## config.mk

```make
export PLATFORM = sky130hd
export DESIGN_NAME = rf_param
export DESIGN_NICKNAME = d
export VERILOG_FILES = /design/src/rtl/rf_pkg.sv /design/src/rtl/rf_clear_seq.sv /design/src/rtl/rf_param.sv
export SDC_FILE = /design/constraint.sdc
export NUM_CORES = 1
export LEC_CHECK = 0
export BUFFER_PORTS_ARGS = -buffer_cell sky130_fd_sc_hd__buf_2
export CORE_UTILIZATION = 52
export DETAILED_ROUTE_END_ITERATION = 10
export PLACE_DENSITY = 0.76
export RECOVER_POWER = 50
export SYNTH_ARGS = -nofsm -noshare
export SYNTH_HDL_FRONTEND = slang
export SYNTH_SLANG_ARGS = --single-unit
```

## constraint.sdc

```tcl
create_clock -name clk -period 1.9 [get_ports clk]
set_input_delay 0.095 -clock clk [delete_from_list [all_inputs] [get_ports clk]]
set_output_delay 0.095 -clock clk [all_outputs]
set_load 0.005 [all_outputs]
```

## src/rtl/rf_pkg.sv

```systemverilog
// Shared types and constants for the rf_param register file.
package rf_pkg;

  typedef enum logic {RF_CLEAR, RF_RUN} rf_state_t;

  localparam int ZERO_REG = 0;

endpackage

```

## src/rtl/rf_clear_seq.sv

```systemverilog
// Post-reset clear sequencer: sweeps indices 1..DEPTH-1 with zero writes, then raises ready.
module rf_clear_seq
  import rf_pkg::*;
#(
  parameter int DEPTH = 8,
  parameter int AW    = $clog2(DEPTH)
) (
  input  logic          clk,
  input  logic          reset,
  output logic          clr_we,
  output logic [AW-1:0] clr_addr,
  output logic          ready
);

  rf_state_t     r_state;
  logic [AW-1:0] r_clr_cnt;
  logic          r_clr_we;
  logic          r_ready;

  // Index 0 is hardwired to zero, so the sweep starts at 1.
  always_ff @(posedge clk) begin
    if (reset) begin
      r_state   <= RF_CLEAR;
      r_clr_cnt <= AW'(1);
      r_clr_we  <= 1'b1;
      r_ready   <= 1'b0;
    end else begin
      case (r_state)
        RF_CLEAR: begin
          r_clr_cnt <= r_clr_cnt + AW'(1);
          if (r_clr_cnt == AW'(DEPTH - 1)) begin
            r_state  <= RF_RUN;
            r_clr_we <= 1'b0;
            r_ready  <= 1'b1;
          end
        end
        RF_RUN: begin
          r_clr_we <= 1'b0;
          r_ready  <= 1'b1;
        end
        default: begin
          r_state  <= RF_CLEAR;
          r_clr_we <= 1'b1;
          r_ready  <= 1'b0;
        end
      endcase
    end
  end

  assign clr_we   = r_clr_we;
  assign clr_addr = r_clr_cnt;
  assign ready    = r_ready;

endmodule

```

## src/rtl/rf_param.sv

```systemverilog
// Parametrised register file: 1 write / 2 read ports, zero register, const bypass on B, flag flop.
// Optional same-cycle write-to-read forwarding under `RF_FORWARD_EN.
module rf_param
  import rf_pkg::*;
#(
  parameter int W     = 8,
  parameter int DEPTH = 8,
  parameter int AW    = $clog2(DEPTH)
) (
  input  logic          clk,
  input  logic          reset,
  input  logic          we,
  input  logic [AW-1:0] ptr_w,
  input  logic [W-1:0]  di,
  input  logic [AW-1:0] ptr_a,
  input  logic [W-1:0]  ptr_b,
  input  logic          const_flag,
  input  logic          flag_we,
  input  logic          flag_in,
  output logic [W-1:0]  do_a,
  output logic [W-1:0]  do_b,
  output logic [W-1:0]  store_value,
  output logic          flag_out,
  output logic          ready
);

  logic [W-1:0]  r_core [DEPTH];
  logic          r_flag;

  logic          w_clr_we;
  logic [AW-1:0] w_clr_addr;
  logic          w_ready;
  logic [AW-1:0] w_ptr_b;
  logic          w_wr_ok;

  rf_clear_seq #(
    .DEPTH (DEPTH),
    .AW    (AW)
  ) u_clear_seq (
    .clk      (clk),
    .reset    (reset),
    .clr_we   (w_clr_we),
    .clr_addr (w_clr_addr),
    .ready    (w_ready)
  );

  assign w_ptr_b = ptr_b[AW-1:0];
  assign w_wr_ok = w_ready && we && (ptr_w != AW'(ZERO_REG));

  // No reset on the array so it can map onto RAM; the sweep provides the clear.
  always_ff @(posedge clk) begin
    if (!reset) begin
      if (w_clr_we) begin
        r_core[w_clr_addr] <= '0;
      end else if (w_wr_ok) begin
        r_core[ptr_w] <= di;
      end
    end
  end

  always_ff @(posedge clk) begin
    if (reset) begin
      r_flag <= 1'b0;
    end else if (w_ready && flag_we) begin
      r_flag <= flag_in;
    end
  end

  always_comb begin
    do_a        = '0;
    do_b        = '0;
    store_value = '0;
    flag_out    = r_flag;
    if (w_ready) begin
      if (ptr_a != AW'(ZERO_REG)) do_a = r_core[ptr_a];
      if (w_ptr_b != AW'(ZERO_REG)) do_b = r_core[w_ptr_b];
      if (ptr_w != AW'(ZERO_REG)) store_value = r_core[ptr_w];
`ifdef RF_FORWARD_EN
      if (w_wr_ok) begin
        if (ptr_a == ptr_w) do_a = di;
        if (w_ptr_b == ptr_w) do_b = di;
        store_value = di;
      end
      if (flag_we) flag_out = flag_in;
`endif
    end
    if (const_flag) do_b = ptr_b;
  end

  assign ready = w_ready;

endmodule

```

==> flow_summary.ini <==
[clocking]
cts-root-buf = clkbuf_8
clock_latency_ns = 0.34
cts_tree = done
cts_sinks = 63
clock_path_buffers = 2
clk_pin_slew_ns = 0.06
h-tree-depth = 3
cts_buffers = 9

[min_path]
hold_start = reset
min_to = u_clear_seq.ready$_SDFFE_PP0P_
min_path_cells = 2
hp-class = in2reg

[timing]
clock-skew-final_ns = 0.00653
rsz0062_at_grt = false
max_freq_mhz = 553
finalMaxSlewViolations = 0
slew_headroom = 0.683
fin_setup_tns_ns = 0
fin_crit_ns = 1.81
worst_pin_slew_ns = 0.475
fin_crit_sh = 0.951
finalHoldViolCount = 0
setup_viol = 0

[run]
maxCapViolCount = 0

[synth]
ys_async_sr_fraction = 0
syn_area_um2 = 3810
ys.flop_type = edfxtp_1
synth_commonest_cells = edfxtp_1 (56), mux2_2 (30), a221oi_1 (23), nor2_1 (17)
syn_nets = 320
yosysSeqAreaShare = 0.478
synth_cell_type_count = 45
synth_top_area_frac = 0.441
yosys_warnings = 0
synth_area_per_cell_um2 = 13.2
ys_ff_latch = 63
synthTopCellsByArea = edfxtp_1 (44%), mux4_2 (9.4%), mux2_2 (8.9%), a221oi_1 (5.3%), dfxtp_1 (3.7%)
synth_most_common_cell = edfxtp_1
synth_edf_count = 56
syn-instance-count = 290
yosys.area.top_type = edfxtp_1

[die]
die_y_um = 87.7
ios = 54
die_w_um = 87.7
rows = 30
dieArea_um2 = 7680
coreArea_um2 = 6940
start_util = 0.549

[final_layout]
area_delta_synth_final_pct = 17.2
final_nets = 389
drive_above_1_share = 0.434
final.fill_count = 501
stdcell_area_um2 = 4470
diodes = 0
fin_util = 0.644
instances_no_fill = 460

[power_and_ir_drop]
leakagePower_nw = 1.76
combPwrFrac = 0.175
seqPwrFrac = 0.476
power_density_nw_per_um2 = 763
clockPowerShare = 0.349
intPower_mw = 2.56
power_switching_mw = 0.851
switching_share = 0.249
vdd_ir_drop_max_mv = 0.543

[setup_path]
critPathCaptureType = flip-flop
required_ns = 1.91
r2r-end = r_core[2][4]$_DFFE_PP_
reg2reg_depth = 4
start_kind = flip-flop
critPathMaxFanout = 6
worstSetupPathType = reg2reg
r2r-start = u_clear_seq.ready$_SDFFE_PP0P_
rrSetupSlack_ns = 0.09
cp.arrival_ns = 1.82

[placed_design]
io_buffer_count = 53
gp_congestion = 0.851
place_hpwl_mm = 6.70
place_area_um2 = 4220
placed_cells = 440

[global_route]
grt_usage = 0.273
grt_pass1_vias = 2779
grt_overflow = 0
antenna_found_initial = 0
grt_max_degree = 22
grt_pass1_wl_mm = 15.1

[route]
vias = 2899
drcViolationCount = 0
antenna_left = 0
drtPass1Iterations = 5
via_per_inst = 6.30
wl_mm = 9.55
drt-initial-drc-count = 362
wl_per_cell_um = 20.8

[run_status]
status = complete, no violations
what timing repair did:
item | 4_1_cts | 5_1_grt
hold endpoints to repair | 1 | 0
hold buffers | 1 | 0
resized for setup | 2 | 0
setup buffers | 3 | 0
endpoints found under the setup margin | 4 | 0
placed cells by master (no fill, tap or decap), types with 5 or more instances in the layout:
cell type and instances:
a21oi_1 5, mux4_2 16, edfxtp_1 56, nor2b_1 11, o22ai_1 9, clkbuf_8 12
buf_4 24, buf_2 52, nor3_1 15, nand2_1 16, a221oi_1 23, nor2_1 17
and2_0 8, nand2b_1 7, dfxtp_1 6, mux2_2 30
power by group through the flow:
| stage | Combinational (mW) | Sequential (mW) | Clock (mW) |
|---|---|---|---|
| 3_3_place_gp | 0.558 | 1.65 | 0 |
| 2_1_floorplan | 0.385 | 1.63 | 0 |
| 5_1_grt | 0.644 | 1.63 | 1.26 |
| 4_1_cts | 0.595 | 1.62 | 1.21 |
| 3_5_place_dp | 0.567 | 1.65 | 0 |
| 6_report | 0.597 | 1.62 | 1.19 |
layer usage:
layer | vias up | global-route usage | routed length (µm)
met3 | 31 | 0.0716 | 730
li1 | 1298 | - | -
met1 | 1418 | 0.365 | 4090
met5 | - | 0 | 0
met2 | 152 | 0.425 | 4470
met4 | 0 | 0.115 | 264
logic make-up (layout without fill, tap and decap cells):
kind of cell,after synthesis,count (layout),synth area share
AOI/OAI and AO/OA,53,53,0.118
xor gates and xnor gates,1,1,0.00230
adders and majority gates,2,2,0.00656
buffers and inverters,26,100,0.0521
DFF,63,63,0.478
muxes,58,58,0.221
and+or+nand+nor,87,87,0.122
metrics by stage:
stage               setup slack [ns]  hold slack, ns  total power [mW]
detailed placement             0.200           0.367              2.22
finish                        0.0929          0.0206              3.41
global route                  0.0564          0.0186              3.54
global placement               0.204           0.346              2.21
floorplan                      0.180           0.241              2.02
CTS                            0.135         0.00458              3.42
how the worst max path moves through the flow:
stage / start / end / slack, ns / depth (start not counted)
after global placement: u_clear_seq.ready$_SDFFE_PP0P_ / r_core[7][4]$_DFFE_PP_ / 0.20 / 4
after global routing: u_clear_seq.ready$_SDFFE_PP0P_ / do_b[2] / 0.06 / 4
after CTS: u_clear_seq.ready$_SDFFE_PP0P_ / do_b[5] / 0.13 / 4
final: u_clear_seq.ready$_SDFFE_PP0P_ / r_core[2][4]$_DFFE_PP_ / 0.09 / 4
after floorplan: u_clear_seq.clr_addr[1]$_SDFFE_PP0N_ / r_core[1][0]$_DFFE_PP_ / 0.18 / 3
after detailed placement: u_clear_seq.ready$_SDFFE_PP0P_ / r_core[7][4]$_DFFE_PP_ / 0.20 / 4
area by class of cell:
| class | count | area [µm²] | area share |
|---|---|---|---|
| Sequential cell | 63 | 1820 | 0.408 |
| Clock inverter | 3 | 40.0 | 0.00895 |
| Clock buffer | 13 | 169 | 0.0378 |
| Inverter | 2 | 11.3 | 0.00252 |
| Timing Repair Buffer | 82 | 502 | 0.112 |
| Tap cell | 96 | 120 | 0.0269 |
| Multi-Input combinational cell | 201 | 1810 | 0.404 |
critical path, stage by stage, from the launching register on:
cell      delay (ns)
dfxtp_2         0.42
and4bb_1        0.40
nand2b_1        0.12
o22ai_1         0.22
clkbuf_1        0.32
registers in the layout (all words and copies together), names as in the netlist:
name                  cells
u_clear_seq.clr_we        1
r_core                   56
u_clear_seq.ready         1
u_clear_seq.clr_addr      3
u_clear_seq.r_state       1
flag_out                  1
Note: power is estimated with default switching activity, not from simulation.
